`config.mk`:
```
export PLATFORM = sky130hd
export DESIGN_NAME = fft_butterfly_sequencer_flat
export DESIGN_NICKNAME = d
export VERILOG_FILES = /design/src/rtl/fft_butterfly_sequencer_if.sv /design/src/rtl/fft_butterfly_sequencer.sv /design/src/flat_wrapper.sv
export SDC_FILE = /design/constraint.sdc
export NUM_CORES = 1
export LEC_CHECK = 0
export BUFFER_PORTS_ARGS = -buffer_cell sky130_fd_sc_hd__buf_2
export CAP_MARGIN = 15
export CORE_AREA = 2 2 116 118
export DETAILED_ROUTE_END_ITERATION = 10
export DIE_AREA = 0 0 118 120
export PLACE_DENSITY = 0.63
export SLEW_MARGIN = 20
export SYNTH_ARGS = -nofsm -noshare
export SYNTH_HDL_FRONTEND = slang
export SYNTH_SLANG_ARGS = --single-unit
```
`constraint.sdc`:
```
create_clock -name i_clk -period 5 [get_ports i_clk]
set_clock_uncertainty 0.2 [all_clocks]
set_input_delay 1 -clock i_clk [delete_from_list [all_inputs] [get_ports i_clk]]
set_output_delay 1 -clock i_clk [all_outputs]
set_load 0.02 [all_outputs]
```
`src/rtl/fft_butterfly_sequencer_if.sv`:
```
// Bundles the sequencer's start/done control, RAM/ROM issue side and
// butterfly return side. master = sequencer, slave = surrounding datapath.
interface fft_butterfly_sequencer_if #(
  parameter int FFT_N = 10
);
  logic             start;
  logic             busy;
  logic             done;
  logic             rd_en;
  logic [FFT_N-1:0] rd_addr_a;
  logic [FFT_N-1:0] rd_addr_b;
  logic [FFT_N-2:0] tw_addr;
  logic             bf_iact;
  logic [1:0]       bf_ictrl;
  logic [FFT_N-2:0] bf_addr;
  logic             bf_oact;
  logic [1:0]       bf_octrl;
  logic [FFT_N-2:0] bf_out_addr;
  logic             wr_en;
  logic [FFT_N-1:0] wr_addr_a;
  logic [FFT_N-1:0] wr_addr_b;

  modport master (
    input  start, bf_oact, bf_octrl, bf_out_addr,
    output busy, done, rd_en, rd_addr_a, rd_addr_b, tw_addr,
           bf_iact, bf_ictrl, bf_addr, wr_en, wr_addr_a, wr_addr_b
  );

  modport slave (
    output start, bf_oact, bf_octrl, bf_out_addr,
    input  busy, done, rd_en, rd_addr_a, rd_addr_b, tw_addr,
           bf_iact, bf_ictrl, bf_addr, wr_en, wr_addr_a, wr_addr_b
  );
endinterface

```
`src/rtl/fft_butterfly_sequencer.sv`:
```
// In-place radix-2 DIF FFT sequencer: issues one butterfly per cycle per
// stage, waits for all results of a stage to be written back before the
// next stage reads, and maps returned butterfly indices to write addresses.
//
// state  | meaning
// IDLE   | waiting for start
// ISSUE  | issuing butterflies j = 1..max of the current stage
// DRAIN  | all issued, waiting for outstanding write-backs
// DONE   | one-cycle done pulse, then back to IDLE
module fft_butterfly_sequencer #(
  parameter int FFT_N = 10
) (
  input  logic                       i_clk,
  input  logic                       i_reset,
  fft_butterfly_sequencer_if.master  io_seq
);
  localparam int JW = FFT_N - 1;
  localparam int SW = (FFT_N > 1) ? $clog2(FFT_N) : 1;
  localparam logic [JW-1:0] J_MAX  = '1;
  localparam logic [SW-1:0] S_LAST = SW'(FFT_N - 1);

  typedef enum logic [1:0] {S_IDLE, S_ISSUE, S_DRAIN, S_DONE} state_t;

  // Distance between the A and B elements of a butterfly in stage s.
  function automatic logic [FFT_N-1:0] f_span(input logic [SW-1:0] s);
    return FFT_N'(1) << (JW - int'(s));
  endfunction

  // A address = j with a zero bit inserted at the span position.
  function automatic logic [FFT_N-1:0] f_addr_a(input logic [JW-1:0] j,
                                                input logic [SW-1:0] s);
    logic [FFT_N-1:0] jx;
    logic [FFT_N-1:0] mask;
    jx   = {1'b0, j};
    mask = f_span(s) - FFT_N'(1);
    return ((jx & ~mask) << 1) | (jx & mask);
  endfunction

  function automatic logic [JW-1:0] f_tw(input logic [JW-1:0] j,
                                         input logic [SW-1:0] s);
    logic [FFT_N-1:0] k;
    k = {1'b0, j} & (f_span(s) - FFT_N'(1));
    k = k << s;
    return k[JW-1:0];
  endfunction

  state_t           r_state;
  logic [SW-1:0]    r_stage;
  logic [JW-1:0]    r_j;
  logic             r_busy;
  logic             r_done;
  logic             r_rd_en;
  logic [FFT_N-1:0] r_rd_addr_a;
  logic [FFT_N-1:0] r_rd_addr_b;
  logic [JW-1:0]    r_tw_addr;
  logic [JW-1:0]    r_rd_j;
  logic [1:0]       r_rd_ctrl;
  logic             r_iact;
  logic [1:0]       r_ictrl;
  logic [JW-1:0]    r_bf_addr;
  logic             r_wr_en;
  logic [FFT_N-1:0] r_wr_addr_a;
  logic [FFT_N-1:0] r_wr_addr_b;
  logic [FFT_N:0]   r_cnt;

  logic             w_issue;
  logic [JW-1:0]    w_iss_j;
  logic [SW-1:0]    w_iss_s;
  logic [FFT_N-1:0] w_iss_a;
  logic [1:0]       w_iss_ctrl;
  logic             w_empty;
  logic             w_last_wr;
  logic [FFT_N-1:0] w_wr_a;
  logic             w_unused_octrl;

  assign w_unused_octrl = ^io_seq.bf_octrl;

  // Pipeline holds nothing in flight: no read pending, no issue pending, no results owed.
  assign w_empty   = !r_rd_en && !r_iact && (r_cnt == '0);
  // This cycle's write retires the last outstanding butterfly.
  assign w_last_wr = r_wr_en && (r_cnt == (FFT_N+1)'(1)) && !r_rd_en && !r_iact;

  // Select which butterfly (if any) is read this cycle; stage starts issue j=0 immediately.
  always_comb begin
    w_issue = 1'b0;
    w_iss_j = r_j;
    w_iss_s = r_stage;
    case (r_state)
      S_IDLE: begin
        w_issue = io_seq.start;
        w_iss_j = '0;
        w_iss_s = '0;
      end
      S_ISSUE: w_issue = 1'b1;
      S_DRAIN: begin
        w_issue = w_empty && (r_stage != S_LAST);
        w_iss_j = '0;
        w_iss_s = r_stage + SW'(1);
      end
      default: w_issue = 1'b0;
    endcase
    w_iss_a    = f_addr_a(w_iss_j, w_iss_s);
    w_iss_ctrl = {(w_iss_j == J_MAX) && (w_iss_s == S_LAST), (w_iss_j == '0)};
  end

  // Control FSM plus read issue and the one-cycle delayed butterfly issue.
  always_ff @(posedge i_clk) begin
    if (i_reset) begin
      r_state     <= S_IDLE;
      r_stage     <= '0;
      r_j         <= '0;
      r_busy      <= 1'b0;
      r_done      <= 1'b0;
      r_rd_en     <= 1'b0;
      r_rd_addr_a <= '0;
      r_rd_addr_b <= '0;
      r_tw_addr   <= '0;
      r_rd_j      <= '0;
      r_rd_ctrl   <= '0;
      r_iact      <= 1'b0;
      r_ictrl     <= '0;
      r_bf_addr   <= '0;
    end else begin
      r_rd_en   <= 1'b0;
      r_done    <= 1'b0;
      r_iact    <= r_rd_en;
      r_bf_addr <= r_rd_j;
      r_ictrl   <= r_rd_en ? r_rd_ctrl : 2'b00;
      if (w_issue) begin
        r_rd_en     <= 1'b1;
        r_rd_addr_a <= w_iss_a;
        r_rd_addr_b <= w_iss_a | f_span(w_iss_s);
        r_tw_addr   <= f_tw(w_iss_j, w_iss_s);
        r_rd_j      <= w_iss_j;
        r_rd_ctrl   <= w_iss_ctrl;
        r_j         <= w_iss_j + JW'(1);
      end
      case (r_state)
        S_IDLE: begin
          if (io_seq.start) begin
            r_busy  <= 1'b1;
            r_stage <= '0;
            r_state <= S_ISSUE;
          end
        end
        S_ISSUE: begin
          if (r_j == J_MAX) r_state <= S_DRAIN;
        end
        S_DRAIN: begin
          if (w_last_wr && (r_stage == S_LAST)) begin
            r_done  <= 1'b1;
            r_busy  <= 1'b0;
            r_state <= S_DONE;
          end else if (w_empty && (r_stage != S_LAST)) begin
            r_stage <= r_stage + SW'(1);
            r_state <= S_ISSUE;
          end
        end
        default: r_state <= S_IDLE;
      endcase
    end
  end

  assign w_wr_a = f_addr_a(io_seq.bf_out_addr, r_stage);

  // Write-back of returned results and count of butterflies still owed.
  always_ff @(posedge i_clk) begin
    if (i_reset) begin
      r_wr_en     <= 1'b0;
      r_wr_addr_a <= '0;
      r_wr_addr_b <= '0;
      r_cnt       <= '0;
    end else begin
      r_wr_en     <= io_seq.bf_oact && ((r_state == S_ISSUE) || (r_state == S_DRAIN));
      r_wr_addr_a <= w_wr_a;
      r_wr_addr_b <= w_wr_a | f_span(r_stage);
      case ({r_iact, r_wr_en})
        2'b10:   r_cnt <= r_cnt + (FFT_N+1)'(1);
        2'b01:   if (r_cnt != '0) r_cnt <= r_cnt - (FFT_N+1)'(1);
        default: r_cnt <= r_cnt;
      endcase
    end
  end

  a_no_underflow: assert property (@(posedge i_clk) disable iff (i_reset)
                                   !(r_wr_en && (r_cnt == '0)));

  assign io_seq.busy      = r_busy;
  assign io_seq.done      = r_done;
  assign io_seq.rd_en     = r_rd_en;
  assign io_seq.rd_addr_a = r_rd_addr_a;
  assign io_seq.rd_addr_b = r_rd_addr_b;
  assign io_seq.tw_addr   = r_tw_addr;
  assign io_seq.bf_iact   = r_iact;
  assign io_seq.bf_ictrl  = r_ictrl;
  assign io_seq.bf_addr   = r_bf_addr;
  assign io_seq.wr_en     = r_wr_en;
  assign io_seq.wr_addr_a = r_wr_addr_a;
  assign io_seq.wr_addr_b = r_wr_addr_b;
endmodule

```
`src/flat_wrapper.sv`:
```
// flat-port wrapper written by rule: the top's interface ports become plain ports
module fft_butterfly_sequencer_flat 
#(
  parameter int FFT_N = 10
)
  (i_clk, i_reset, io_seq_start, io_seq_bf_oact, io_seq_bf_octrl, io_seq_bf_out_addr, io_seq_busy, io_seq_done, io_seq_rd_en, io_seq_rd_addr_a, io_seq_rd_addr_b, io_seq_tw_addr, io_seq_bf_iact, io_seq_bf_ictrl, io_seq_bf_addr, io_seq_wr_en, io_seq_wr_addr_a, io_seq_wr_addr_b);
  fft_butterfly_sequencer_if #(.FFT_N(FFT_N)) io_seq_i ();
  input  logic i_clk;
  input  logic i_reset;
  input wire logic [$bits(io_seq_i.start)-1:0] io_seq_start;
  input wire logic [$bits(io_seq_i.bf_oact)-1:0] io_seq_bf_oact;
  input wire logic [$bits(io_seq_i.bf_octrl)-1:0] io_seq_bf_octrl;
  input wire logic [$bits(io_seq_i.bf_out_addr)-1:0] io_seq_bf_out_addr;
  output wire logic [$bits(io_seq_i.busy)-1:0] io_seq_busy;
  output wire logic [$bits(io_seq_i.done)-1:0] io_seq_done;
  output wire logic [$bits(io_seq_i.rd_en)-1:0] io_seq_rd_en;
  output wire logic [$bits(io_seq_i.rd_addr_a)-1:0] io_seq_rd_addr_a;
  output wire logic [$bits(io_seq_i.rd_addr_b)-1:0] io_seq_rd_addr_b;
  output wire logic [$bits(io_seq_i.tw_addr)-1:0] io_seq_tw_addr;
  output wire logic [$bits(io_seq_i.bf_iact)-1:0] io_seq_bf_iact;
  output wire logic [$bits(io_seq_i.bf_ictrl)-1:0] io_seq_bf_ictrl;
  output wire logic [$bits(io_seq_i.bf_addr)-1:0] io_seq_bf_addr;
  output wire logic [$bits(io_seq_i.wr_en)-1:0] io_seq_wr_en;
  output wire logic [$bits(io_seq_i.wr_addr_a)-1:0] io_seq_wr_addr_a;
  output wire logic [$bits(io_seq_i.wr_addr_b)-1:0] io_seq_wr_addr_b;
  assign io_seq_i.start = io_seq_start;
  assign io_seq_i.bf_oact = io_seq_bf_oact;
  assign io_seq_i.bf_octrl = io_seq_bf_octrl;
  assign io_seq_i.bf_out_addr = io_seq_bf_out_addr;
  assign io_seq_busy = io_seq_i.busy;
  assign io_seq_done = io_seq_i.done;
  assign io_seq_rd_en = io_seq_i.rd_en;
  assign io_seq_rd_addr_a = io_seq_i.rd_addr_a;
  assign io_seq_rd_addr_b = io_seq_i.rd_addr_b;
  assign io_seq_tw_addr = io_seq_i.tw_addr;
  assign io_seq_bf_iact = io_seq_i.bf_iact;
  assign io_seq_bf_ictrl = io_seq_i.bf_ictrl;
  assign io_seq_bf_addr = io_seq_i.bf_addr;
  assign io_seq_wr_en = io_seq_i.wr_en;
  assign io_seq_wr_addr_a = io_seq_i.wr_addr_a;
  assign io_seq_wr_addr_b = io_seq_i.wr_addr_b;
  fft_butterfly_sequencer #(.FFT_N(FFT_N)) u_core (.i_clk(i_clk), .i_reset(i_reset), .io_seq(io_seq_i));
endmodule
```
==> qor.csv <==
stage;metric;value;unit
status;status;finished clean;
clock_network;CTS H-Tree Depth;3;
global_routing;met2 GRT Util;35.0;%
floorplanning;Die X;118;microns
synth;Mapped Area;5410;sq um
global_routing;GRT overflow;0;
placement;Placer Congestion;0.963;
synth;Gate Count Post-Synth;683;
synth;library cells used by synthesis;78;
pwr;P_leak;0.00259;uW
critical_path;CP max-delay cell;or3b_2;
pwr;Sw Ratio;43.5;%
detailed_routing;drt wl/cell;17.0;microns
timing;worst-margin pin slew;0.821;ns
timing;Final Hold Viols;0;
global_routing;global routing usage on met1;29.1;%
hold_path;Hold/Removal Path Class;reg -> reg;
floorplanning;total core area;13000;sq um
detailed_routing;routed vias/inst;5.57;
critical_path;register-to-register setup slack;0.61;ns
critical_path;worst-path cell chain;inv_1 > ha_1 > or3b_2 > nand2_1 > inv_1 > ha_1 > ha_1 > nor2_1 > o21a_1 > nand2_1 > ha_1 > nand2b_1 > a21oi_1 > o21ai_0 > a21oi_1 > o21ai_0 > o21ai_1;
floorplanning;row cnt;42;
timing;Worst Slack Setup Final;0.615;ns
timing;Hold WS;0.239;ns
synth;#FFs+latches synth;102;
timing;relative slew slack;44.8;%
synth;synth top area cells;dfxtp_1 38%, nor2_1 6.0%, a21oi_1 5.2%;
placement;HPWL Detailed;11300;microns
critical_path;CP peak stage delay;0.52;ns
global_routing;largest net degree at the start of global routing;56;
synth;number of flops mapped to enable cells by yosys;0;
synth;top_reg_cell synth;dfxtp_1;
finish;nets;778;
synth;register area share after synthesis;37.7;%
synth;Synth top area share;37.7;%
critical_path;R2R Path End;u_core.io_seq.tw_addr[6];
global_routing;initial antenna violation count;0;
placement;DP Cell Count;909;
critical_path;crit path kind;reg -> reg;
floorplanning;IO Count;80;
critical_path;cell mode on critical path;ha_1;
pwr;sw power;1330;uW
detailed_routing;WL final;15700;microns
timing;fin crit period;4.39;ns
critical_path;Worst setup SP type;flop;
clock_network;number of setup buffers added after CTS;0;
placement;number of port buffers;77;
timing;Slew Viols, Final;0;
pwr;sequential power share;33.9;%
finish;synth-to-layout area growth;15.4;%
detailed_routing;DRC marker count from the first detailed-route iteration;385;
synth;Mapped Avg Cell Area;7.92;sq um
floorplanning;Total Die Area;14200;sq um
synth;synth warn;0;
detailed_routing;Post-DRT Antenna Nets;0;
detailed_routing;DRC;0;
critical_path;critical path arrival;4.47;ns
timing;fmax;228;MHz
detailed_routing;Vias;5139;
global_routing;GRT busiest layer;met2;
clock_network;Clock Pin Slew Worst Setup and Hold Paths;0.07;ns
critical_path;R2R Path Start;u_core.r_state[0];
pwr;Pint;1720;uW
clock_network;Resized cells post-CTS;0;
pwr;combinational power share;43.1;%
global_routing;GRT Overall Usage;22.3;%
finish;fin cells;923;
pwr;clock share of power;23.0;%
timing;Final setup viols;0;
hold_path;Min-Delay Endpoint;u_core.io_seq.tw_addr[4];
floorplanning;starting density of the core;41.7;%
clock_network;latest clock arrival within the worst-skew pair;0.36;ns
pwr;VDD IR max;236;uV
global_routing;Global Route met3 Usage;4.85;%
hold_path;Hold Crit Depth;2;
hold_path;Hold Crit Start;u_core.io_seq.tw_addr[4];
critical_path;Worst Setup End Kind;flop;
synth;Synth area leader;dfxtp_1;
clock_network;total CTS buffers;9;
pwr;Tot Pwr;3050;uW
clock_network;CTS tree;built;
detailed_routing;drt pass-1 iters;5;
finish;# diodes;0;
timing;crit share post-route;87.7;%
critical_path;CP Max Fanout;13;
finish;layout cell share with drive strength beyond 1;17.5;%
global_routing;first-pass GRT wire length;25100;microns
critical_path;Worst EP required;5.09;ns
synth;syn nets;717;
critical_path;CP startpoint;u_core.r_state[0];
flow_run;max-cap violations;0;
clock_network;hold_buf cts;0;
critical_path;reg2reg path depth;17;
pwr;Pwr Density;488;nW/um^2
clock_network;clock sink count;102;
floorplanning;Die Y;120;microns
clock_network;CTS max path bufs;2;
global_routing;vias in the first global route;4816;
clock_network;Root Buffer;clkbuf_16;
timing;RSZ-0062 raised after global routing;no;
timing;Post-Route Setup TNS;0;ns
synth;Post-synth ARST share;0;%
placement;Placement Setup Slack;0.661;ns
==> area by class of cell <==
| class | instances | area (sq um) |
|---|---|---|
| clock buffer | 9 | 225 |
| clock inverter | 5 | 61.3 |
| inverter | 23 | 88.8 |
| multi-input combinational | 514 | 3100 |
| fill | 1321 | 6730 |
| tap | 176 | 220 |
| sequential | 102 | 2040 |
| timing repair buffer | 94 | 513 |
==> cells by family after synthesis <==
kind of cell | count (synthesis) | share of synthesized area [%]
AND/OR/NAND/NOR | 287 | 26.4
AO/OA/AOI/OAI | 188 | 22.8
flip-flops | 102 | 37.7
buffers and inverters | 67 | 5.20
adder cells (fa/ha/maj) | 19 | 4.39
XOR/XNOR | 12 | 1.94
multiplexers | 8 | 1.55
==> power groups by stage <==
stage / registers, uW / clock network (uW) / logic [uW]
2_1_floorplan: 1140 / 0 / 818
3_3_place_gp: 1040 / 0 / 1290
3_5_place_dp: 1050 / 0 / 1300
4_1_cts: 1030 / 714 / 1310
5_1_grt: 1050 / 758 / 1440
6_report: 1030 / 699 / 1310
==> cells in the final DEF, fill, tap and decap left out, types with 5 or more instances in the layout <==
cell	n
a22oi_1	6
nand3_1	19
nand2b_1	9
a31oi_1	8
and2_1	10
nand2_1	72
o21ai_0	48
xor2_1	8
clkbuf_16	9
a21oi_1	56
nand4_1	11
mux2i_1	5
nor3b_1	5
a211oi_1	6
nor2b_1	15
dfxtp_1	102
nor3_1	19
buf_4	17
nor2_1	86
inv_1	21
nor4_1	6
ha_1	19
o32ai_1	5
and3_1	11
buf_2	77
o211ai_1	6
==> metrics by stage <==
stage,util [%],cell area [sq um]
final,48.1,6250
after CTS,48.1,6250
after floorplan,-,5410
after global routing,48.1,6250
after detailed placement,45.9,5960
after global placement,45.9,5960
==> state kept, by name, summed over array words and instances (netlist names), 2 cells and up <==
name and count:
u_core.io_seq.tw_addr 9, u_core.io_seq.rd_addr_b 10, u_core.io_seq.bf_addr 9, u_core.r_rd_ctrl 2
u_core.io_seq.wr_addr_a 10, u_core.io_seq.rd_addr_a 10, u_core.r_stage 4, u_core.io_seq.wr_addr_b 10
u_core.r_rd_j 9, u_core.io_seq.bf_ictrl 2, u_core.r_cnt 11, u_core.r_state 2
u_core.r_j 9
==> routing by layer <==
layer | vias up | routed length [microns]
li1 | 2552 | -
met1 | 2396 | 7260
met2 | 152 | 7090
met3 | 39 | 746
met4 | 0 | 579
met5 | - | 0
==> synthesized netlist by cell type, types with 5 or more instances <==
| cell type | number |
|---|---|
| and3_1 | 11 |
| mux2i_1 | 5 |
| dfxtp_1 | 102 |
| o21ai_0 | 48 |
| nor3_1 | 19 |
| nor3b_1 | 5 |
| o32ai_1 | 5 |
| and2_1 | 10 |
| nand2_1 | 72 |
| a211oi_1 | 6 |
| inv_1 | 21 |
| nand4_1 | 11 |
| nand2b_1 | 9 |
| nor2_1 | 86 |
| nor2b_1 | 15 |
| nand3_1 | 19 |
| a22oi_1 | 6 |
| xor2_1 | 8 |
| a21oi_1 | 56 |
| clkbuf_1 | 28 |
| buf_2 | 12 |
| o211ai_1 | 6 |
| nor4_1 | 6 |
| a31oi_1 | 8 |
| ha_1 | 19 |
==> worst max path at each step <==
stage                                     endpoint  slack (ns)  depth (start not counted)
after floorplan           u_core.io_seq.tw_addr[7]        0.85                         17
after global routing      u_core.io_seq.tw_addr[6]        0.28                         17
final                     u_core.io_seq.tw_addr[6]        0.61                         17
after CTS                 u_core.io_seq.tw_addr[7]        0.63                         15
after global placement    u_core.io_seq.tw_addr[7]        0.72                         15
after detailed placement  u_core.io_seq.tw_addr[6]        0.66                         17
==> critical path, delay by kind of cell (launching register included) <==
kind / cells / cell delay [ns]
fa+ha+maj: 4 / 1.22
simple gates: 5 / 1.18
compound gates: 6 / 1.09
flops: 1 / 0.43
buf+inv: 2 / 0.20
(Power assumes the default switching activity.)
